### src/rtl/arith_pkg.sv
// Shared arithmetic-datapath definitions.
// Provides the serial FSM state encoding, default width and clog2.
package arith_pkg;

    localparam int DEFAULT_WIDTH = 8;

    typedef enum logic [1:0] {
        ST_IDLE = 2'd0,
        ST_RUN  = 2'd1,
        ST_DONE = 2'd2
    } state_t;

    function automatic int clog2(input int v);
        int r;
        r = 0;
        for (int i = 0; i < 31; i++) begin
            if ((1 << i) < v) begin
                r = i + 1;
            end
        end
        return r;
    endfunction

endpackage

### src/rtl/full_subtractor.sv
// One-bit full subtractor: d = x - y - br_in, borrow out on br_out.
// Ports: x, y, br_in (inputs); d, br_out (outputs). Purely combinational.
module full_subtractor (
    input  logic x,
    input  logic y,
    input  logic br_in,
    output logic d,
    output logic br_out
);

    assign d      = x ^ y ^ br_in;
    assign br_out = (~x & y) | (~(x ^ y) & br_in);

endmodule

### src/rtl/serial_subtract.sv
// Bit-serial subtractor: diff = a - b - b_in, LSB first, one bit per clock.
// Ports: clk, rst_n, start, a, b, b_in in; busy, done, diff, b_out, overflow out.
module serial_subtract
    import arith_pkg::*;
#(
    parameter int WIDTH = DEFAULT_WIDTH
) (
    input  logic             clk,
    input  logic             rst_n,
    input  logic             start,
    input  logic [WIDTH-1:0] a,
    input  logic [WIDTH-1:0] b,
    input  logic             b_in,
    output logic             busy,
    output logic             done,
    output logic [WIDTH-1:0] diff,
    output logic             b_out,
    output logic             overflow
);

    localparam int CW = clog2(WIDTH) + 1;
    localparam logic [CW-1:0] LAST = CW'(WIDTH - 1);

    state_t state;
    state_t state_nxt;
    logic   accept;
    logic   last;

    logic [WIDTH-1:0] a_sh;
    logic [WIDTH-1:0] b_sh;
    logic [WIDTH-1:0] res_sh;
    logic [WIDTH-1:0] res_nxt;
    logic [CW-1:0]    cnt;
    logic             br;
    logic             d;
    logic             br_nxt;

    full_subtractor u_cell (
        .x      (a_sh[0]),
        .y      (b_sh[0]),
        .br_in  (br),
        .d      (d),
        .br_out (br_nxt)
    );

    // New bit enters at the MSB; after WIDTH shifts bit 0 is in place.
    assign res_nxt = (res_sh >> 1)
                   | ({{(WIDTH-1){1'b0}}, d} << (WIDTH - 1));

    assign busy = (state == ST_RUN);
    assign done = (state == ST_DONE);

    always_comb begin
        state_nxt = state;
        accept    = 1'b0;
        last      = 1'b0;
        unique case (state)
            ST_IDLE: begin
                if (start) begin
                    accept    = 1'b1;
                    state_nxt = ST_RUN;
                end
            end
            ST_RUN: begin
                if (cnt == LAST) begin
                    last      = 1'b1;
                    state_nxt = ST_DONE;
                end
            end
            ST_DONE: begin
                if (start) begin
                    accept    = 1'b1;
                    state_nxt = ST_RUN;
                end else begin
                    state_nxt = ST_IDLE;
                end
            end
            default: state_nxt = ST_IDLE;
        endcase
    end

    always_ff @(posedge clk or negedge rst_n) begin
        if (!rst_n) begin
            state <= ST_IDLE;
        end else begin
            state <= state_nxt;
        end
    end

    always_ff @(posedge clk or negedge rst_n) begin
        if (!rst_n) begin
            a_sh     <= '0;
            b_sh     <= '0;
            res_sh   <= '0;
            br       <= 1'b0;
            cnt      <= '0;
            diff     <= '0;
            b_out    <= 1'b0;
            overflow <= 1'b0;
        end else if (accept) begin
            a_sh   <= a;
            b_sh   <= b;
            br     <= b_in;
            res_sh <= '0;
            cnt    <= '0;
        end else if (state == ST_RUN) begin
            a_sh   <= a_sh >> 1;
            b_sh   <= b_sh >> 1;
            br     <= br_nxt;
            res_sh <= res_nxt;
            cnt    <= cnt + CW'(1);
            if (last) begin
                diff     <= res_nxt;
                b_out    <= br_nxt;
                // On the last bit a_sh[0]/b_sh[0] are the captured MSBs.
                overflow <= (a_sh[0] != b_sh[0]) && (d != a_sh[0]);
            end
        end
    end

endmodule

### config.mk
export PLATFORM = sky130hd
export DESIGN_NAME = serial_subtract
export DESIGN_NICKNAME = d
export VERILOG_FILES = /design/src/rtl/arith_pkg.sv /design/src/rtl/full_subtractor.sv /design/src/rtl/serial_subtract.sv
export SDC_FILE = /design/constraint.sdc
export NUM_CORES = 1
export LEC_CHECK = 0
export CORE_MARGIN = 1
export CORE_UTILIZATION = 46
export DETAILED_ROUTE_END_ITERATION = 8
export HOLD_SLACK_MARGIN = 0.03
export PLACE_DENSITY = 0.74
export SYNTH_ARGS = -nofsm -noshare
export SYNTH_HDL_FRONTEND = slang
export SYNTH_SLANG_ARGS = --single-unit
export TNS_END_PERCENT = 10
### constraint.sdc
create_clock -name clk -period 1.4 [get_ports clk]
set_input_delay 0.21 -clock clk [delete_from_list [all_inputs] [get_ports clk]]
set_output_delay 0.21 -clock clk [all_outputs]
set_load 0.005 [all_outputs]
==> results of run 1 <==
-- cell type report --
| class | instances | area share, % |
|---|---|---|
| clock inverter | 3 | 1.740 |
| tap | 46 | 2.354 |
| sequential | 40 | 40.94 |
| multi-input combinational | 94 | 27.64 |
| inverter | 5 | 0.8700 |
| timing repair buffer | 56 | 23.64 |
| clock buffer | 5 | 2.815 |
-- critical path, delay by kind of cell (launching register included) --
kind,cells,cell delay (ns)
xor+xnor,1,0.12
fa+ha+maj,1,0.56
buf+inv,1,0.05
flops,1,0.37
mux,1,0.26
simple gates,1,0.05
-- power groups by stage --
stage	registers, W	clock network (W)	logic (W)
6_report	0.00200	0.000955	0.00259
5_1_grt	0.00206	0.00101	0.00285
4_1_cts	0.00200	0.000957	0.00259
3_5_place_dp	0.00201	0	0.00242
3_3_place_gp	0.00197	0	0.00232
2_1_floorplan	0.00195	0	0.00142
-- registers in the layout, summed over array words and instances, names as in the netlist --
name,count
a_sh,8
b_out,1
b_sh,8
br,1
cnt,4
diff,8
overflow,1
res_sh,7
state,2
-- metal layers --
metal | up-vias | share of wire (%)
met1 | 636 | 43
met2 | 45 | 50
li1 | 617 | -
met3 | 5 | 5.1
met4 | 0 | 1.4
met5 | - | 0
-- placed cells by master (no fill, tap or decap), types with 2 or more instances in the layout --
cell type	synthesis	routed
a221o_1	3	3
a22o_1	10	10
a31oi_1	10	10
buf_12	0	4
buf_4	1	14
buf_6	3	6
clkbuf_2	0	2
clkbuf_8	0	5
clkdlybuf4s50_1	0	20
dfrtp_1	40	40
dlymetal6s2s_1	0	8
inv_1	4	2
inv_2	1	2
mux2_4	8	8
mux2i_1	2	2
nand2_1	25	24
nand3_1	2	2
nor2_1	15	14
nor3_1	2	2
xnor2_1	2	2
-- cells by family (layout without fill, tap and decap cells) --
kind of cell | count (synthesis) | count (layout) | synth area share, %
adders and majority gates | 3 | 3 | 2.590
buffers and inverters | 15 | 69 | 5.036
muxes | 11 | 11 | 8.705
AOI/OAI and AO/OA | 26 | 26 | 11.51
and+or+nand+nor | 51 | 51 | 13.09
xor gates and xnor gates | 3 | 3 | 1.511
DFF | 40 | 40 | 57.55
-- final timing paths --
check                              from       end  slack, ns  cells after the start
worst min register to register  a_sh[7]   a_sh[7]       0.51                      1
max in group asynchronous         rst_n   b_sh[6]       0.57                      3
worst min-delay path              rst_n   diff[0]       0.36                      2
worst max-delay path                 br  overflow      -0.12                      5
min in group clk                   a[6]   a_sh[6]       0.50                      3
worst max register to register       br  overflow      -0.12                      5
-- repair_timing --
| action | CTS | global route |
|---|---|---|
| buffers inserted | 3 | 0 |
| hold buffers | 1 | 0 |
| endpoints found under the hold margin | 16 | 0 |
| endpoints found under the setup margin | 16 | 32 |
| pin swaps | 2 | 3 |
| resized for setup | 12 | 18 |
-- through the flow --
step	instances	utilization, %	setup slack [ns]	hold WS (ns)	TNS (ns)
final	249	70.49	-0.1156	0.3587	-0.2101
after global routing	249	70.49	-0.1779	0.3956	-0.6945
after CTS	249	69.48	-0.1293	0.3711	-0.3920
after detailed placement	237	64.61	-0.1263	0.1606	-1.245
after global placement	237	64.61	-0.06591	0.1514	-0.2598
after floorplan	149	-	-0.08181	-0.08559	-0.08181
==> impl_metrics.json, run 1 <==
{
  "cts_tree": "done",
  "die_w_um": 63.49,
  "hpwl_mm": 2.591,
  "io_buffers": 31,
  "die-area_sq_mm": 0.004031,
  "final_area_sq_mm": 0.002445,
  "setup_ws_ns": -0.1156,
  "grt_pass1_vias": 1389,
  "p_seq_share_pct": 36.0,
  "yosysWarnings": 0,
  "ys_ff_latch": 40,
  "skew_ns": 0.01059,
  "startpoint_type": "flip-flop",
  "crit_chain": "inv_2 -> fa_1 -> xnor2_1 -> nor2_1 -> mux2_4",
  "switchingPower_w": 0.001851,
  "timing.final.crit_share_pct": 108.3,
  "pin_count": 32,
  "power_density_mw_per_mm2": 2269,
  "cp_slowest_cell": "fa_1",
  "ant_nets": 0,
  "synth_ff_type": "dfrtp_1",
  "routed_via_density": 5.233,
  "maxSlewViolCount": 0,
  "netlist_area_sq_mm": 0.001739,
  "grt_setup_unrepaired": "yes",
  "fill_cells": 267,
  "p_leak_nw": 1.222,
  "use_met1_pct": 24.64,
  "drive_above_1_share_pct": 26.60,
  "cp_max_fo": 2,
  "yosysMostFrequentCell": "dfrtp_1",
  "synth-async-reset-ratio_pct": 100.0,
  "synth_edf_count": 0,
  "grt_first_pass_wirelength_mm": 6.237,
  "yosysTopAreaCell": "dfrtp_1",
  "status": "finished with violations",
  "n_antenna_cell": 0,
  "numCtsBuffers": 5,
  "clkPwrFrac_pct": 17.2,
  "worstMarginPinSlew_ns": 0.4053,
  "clk_pin_slew_worst_paths_ns": 0.09,
  "grt_use_met2_pct": 36.04,
  "avgRoutedWirePerCell_um": 15.35,
  "critical-path-max-stage-delay_ns": 0.56,
  "grt_overflow": 0,
  "hold_viol_final": 0,
  "max_cap_violations": 0,
  "route.detailed.drc": 0,
  "synth_top_cell_area_share_pct": 57.55,
  "yosysUniqueCellTypes": 29,
  "cp.arrival_ns": 1.70,
  "comb_power_share_pct": 46.8,
  "multi_input_area_sq_um": 675.6,
  "irDropWorstVdd_uv": 1258,
  "regArea_sq_mm": 0.001001,
  "clk-insertion-delay-late_ns": 0.31,
  "avgSynthCellArea_sq_um": 11.67,
  "drt_wl_total_mm": 3.821,
  "cts_buffer_depth": 2,
  "crit_required_ns": 1.59,
  "setup_violations": 4,
  "die_h_um": 63.49,
  "antenna_found_initial": 0,
  "cts.sinks": 40,
  "yosysSeqAreaShare_pct": 57.55,
  "first_pass_iters": 4,
  "grt_start_max_net_pins": 25,
  "core_area_sq_mm": 0.003468,
  "drt_iter0_drc": 51,
  "synth_nets": 172,
  "internal_power_w": 0.003697,
  "gr-usage-all-layers_pct": 21.00,
  "synth.area.top_cells": "dfrtp_1 58%, mux2_4 6.9%, nand2_1 5.4%",
  "relSlewSlack_pct": 72.98,
  "row_count": 21,
  "area_delta_synth_final_pct": 40.58,
  "period_minus_slack_ns": 1.516,
  "initial_core_util_pct": 50.14,
  "placed_cell_area_sq_mm": 0.002241,
  "busiest_layer": "met2",
  "nNetsFinal": 225,
  "violations": "negative setup slack",
  "vias": 1303,
  "cts_root_buf": "clkbuf_8",
  "min-delay-path-class": "in2async",
  "endpoint_kind": "flip-flop",
  "totalPowerFinal_w": 0.005547,
  "path_class": "reg2reg",
  "globalplace.congestion": 0.7815,
  "netlist_top_cells_count": "40 x dfrtp_1, 25 x nand2_1, 15 x nor2_1",
  "fmax_mhz": 659.8,
  "netlist_instances": 149,
  "h-tree-depth": 2,
  "gr-usage-met3_pct": 5.254,
  "switching_share_pct": 33.36
}
Note: power is estimated with default switching activity, not from simulation.
==> run 2, diff against run 1 <==
--- a/config.mk
+++ b/config.mk
@@ -5,7 +5,7 @@
 export SDC_FILE = /design/constraint.sdc
 export NUM_CORES = 1
 export LEC_CHECK = 0
-export CORE_MARGIN = 1
+export CORE_MARGIN = 2
 export CORE_UTILIZATION = 46
 export DETAILED_ROUTE_END_ITERATION = 8
 export HOLD_SLACK_MARGIN = 0.03
==> run 2 against run 1 <==
Power fell by 4.5%. Critical endpoint unchanged. First-iteration DRC count down 53%. The run still ends with negative setup slack left. Via count decreased by 1.2%. Worst hold slack better by 0.0079 ns. Sequential power barely moved.
==> impl_metrics.json, run 2 (same netlist as run 1, synthesis figures left out) <==
{
  "die-area_sq_mm": 0.004289,
  "clk-insertion-delay-late_ns": 0.29,
  "first_pass_iters": 4,
  "tns_ns": -0.3100,
  "endpoint_kind": "flip-flop",
  "drt_iter0_drc": 24,
  "layout_commonest_cell": "dfrtp_1",
  "top_regs": "a_sh (8), b_sh (8), diff (8)",
  "cts.sinks": 40,
  "cts_tree": "done",
  "cts_root_buf": "clkbuf_8",
  "maxSlewViolCount": 0,
  "drive_above_1_share_pct": 24.38,
  "cts_buffer_depth": 2,
  "numCtsBuffers": 5,
  "startpoint_type": "flip-flop",
  "final_cell_mix": "40 x dfrtp_1, 26 x clkdlybuf4s50_1, 24 x nand2_1",
  "hpwl_mm": 2.498,
  "crit_required_ns": 1.58,
  "max_cap_violations": 0,
  "routed_via_density": 5.173,
  "grt_overflow": 0,
  "globalplace.congestion": 0.7929,
  "worstMarginPinSlew_ns": 0.3852,
  "cp_max_fo": 2,
  "die_h_um": 65.49,
  "power_density_mw_per_mm2": 2215,
  "ant_nets": 0,
  "regArea_sq_mm": 0.001001,
  "core_area_sq_mm": 0.003661,
  "antenna_found_initial": 0,
  "status": "finished with violations",
  "cp.arrival_ns": 1.72,
  "n_antenna_cell": 0,
  "min-delay-path-class": "in2async",
  "violations": "negative setup slack",
  "path_class": "reg2reg",
  "die_w_um": 65.49,
  "initial_core_util_pct": 47.51,
  "timing.final.crit_share_pct": 110.2,
  "irDropWorstVdd_uv": 1294,
  "crit_family": "adder cells",
  "setup_ws_ns": -0.1423,
  "crit_chain": "inv_2 -> fa_1 -> xnor2_1 -> nor2_1 -> mux2_4",
  "avgRoutedWirePerCell_um": 14.28,
  "crit_buf_inv": 1,
  "nNetsFinal": 224,
  "final_area_sq_mm": 0.002392,
  "io_buffers": 31,
  "h-tree-depth": 2,
  "fill_cells": 287,
  "grt_pass1_vias": 1286,
  "period_minus_slack_ns": 1.542,
  "critical-path-max-stage-delay_ns": 0.57,
  "gr-usage-all-layers_pct": 18.35,
  "setup_violations": 10,
  "pin_count": 32,
  "hold_viol_final": 0,
  "grt_setup_unrepaired": "yes",
  "placed_cell_area_sq_mm": 0.002236,
  "clk_pin_slew_worst_paths_ns": 0.07,
  "fmax_mhz": 648.4,
  "area_delta_synth_final_pct": 37.55,
  "skew_ns": 0.002654,
  "row_count": 22,
  "drt_wl_total_mm": 3.556,
  "cp_slowest_cell": "fa_1",
  "grt_first_pass_wirelength_mm": 5.878,
  "p_leak_nw": 1.128,
  "vias": 1288,
  "route.detailed.drc": 0,
  "grt_start_max_net_pins": 25,
  "relSlewSlack_pct": 74.32,
  "multi_input_area_sq_um": 678.2
}
-- run 2: worst paths after layout --
check / cells past startpoint / end / startpoint / slack [ns]
min in group clk: 3 / a_sh[4] / a[4] / 0.50
worst max register to register: 5 / overflow / b_sh[0] / -0.14
worst min register to register: 1 / res_sh[1] / res_sh[1] / 0.51
worst max-delay path: 5 / overflow / b_sh[0] / -0.14
worst min-delay path: 2 / diff[7] / rst_n / 0.37
max in group asynchronous: 3 / b_sh[2] / rst_n / 0.58
-- run 2: stage by stage --
step	cells	hold slack, ns	utilization [%]	worst slack (ns)	total power, W
floorplan	149	-0.08559	-	-0.08181	0.003378
global placement	238	0.1423	61.07	-0.07210	0.004255
detailed placement	238	0.1537	61.07	-0.1073	0.004381
CTS	246	0.3704	64.18	-0.1252	0.005229
global route	249	0.3945	65.35	-0.1953	0.005681
finish	249	0.3666	65.35	-0.1423	0.005299
-- run 2: routing by layer --
metal	wire length (um)	GRT usage [%]	share of wire, %	vias to the layer above
met5	0	0	0	-
met4	44	5.729	1.2	0
met3	180	5.822	5.1	7
met2	1840	30.74	52	32
met1	1490	22.62	42	638
li1	-	-	-	611
-- run 2: worst register-to-register path, stage by stage (launching register included) --
cell and delay (ns):
dfrtp_1 0.38, inv_2 0.06, fa_1 0.57, xnor2_1 0.12, nor2_1 0.05, mux2_4 0.25
-- run 2: cell type report --
cell class	instances	area share, %
Sequential cell	40	41.84
Tap cell	48	2.510
Multi-Input combinational cell	94	28.35
Inverter	5	0.7845
Timing Repair Buffer	55	22.49
Clock buffer	7	4.027
-- run 2: report_power, final --
group	leakage, nW	internal (W)	total (W)	switching, W
logic	0.575	0.00144	0.00247	0.00102
clock network	0.0503	0.000438	0.000809	0.000371
registers	0.503	0.00167	0.00202	0.000351
-- run 2: timing repair --
item | in CTS | in global routing
setup buffers | 0 | 3
pin swaps | 1 | 2
endpoints found under the setup margin | 12 | 17
endpoints found under the hold margin | 16 | 0
gates resized for setup | 7 | 8
hold buffers | 1 | 0
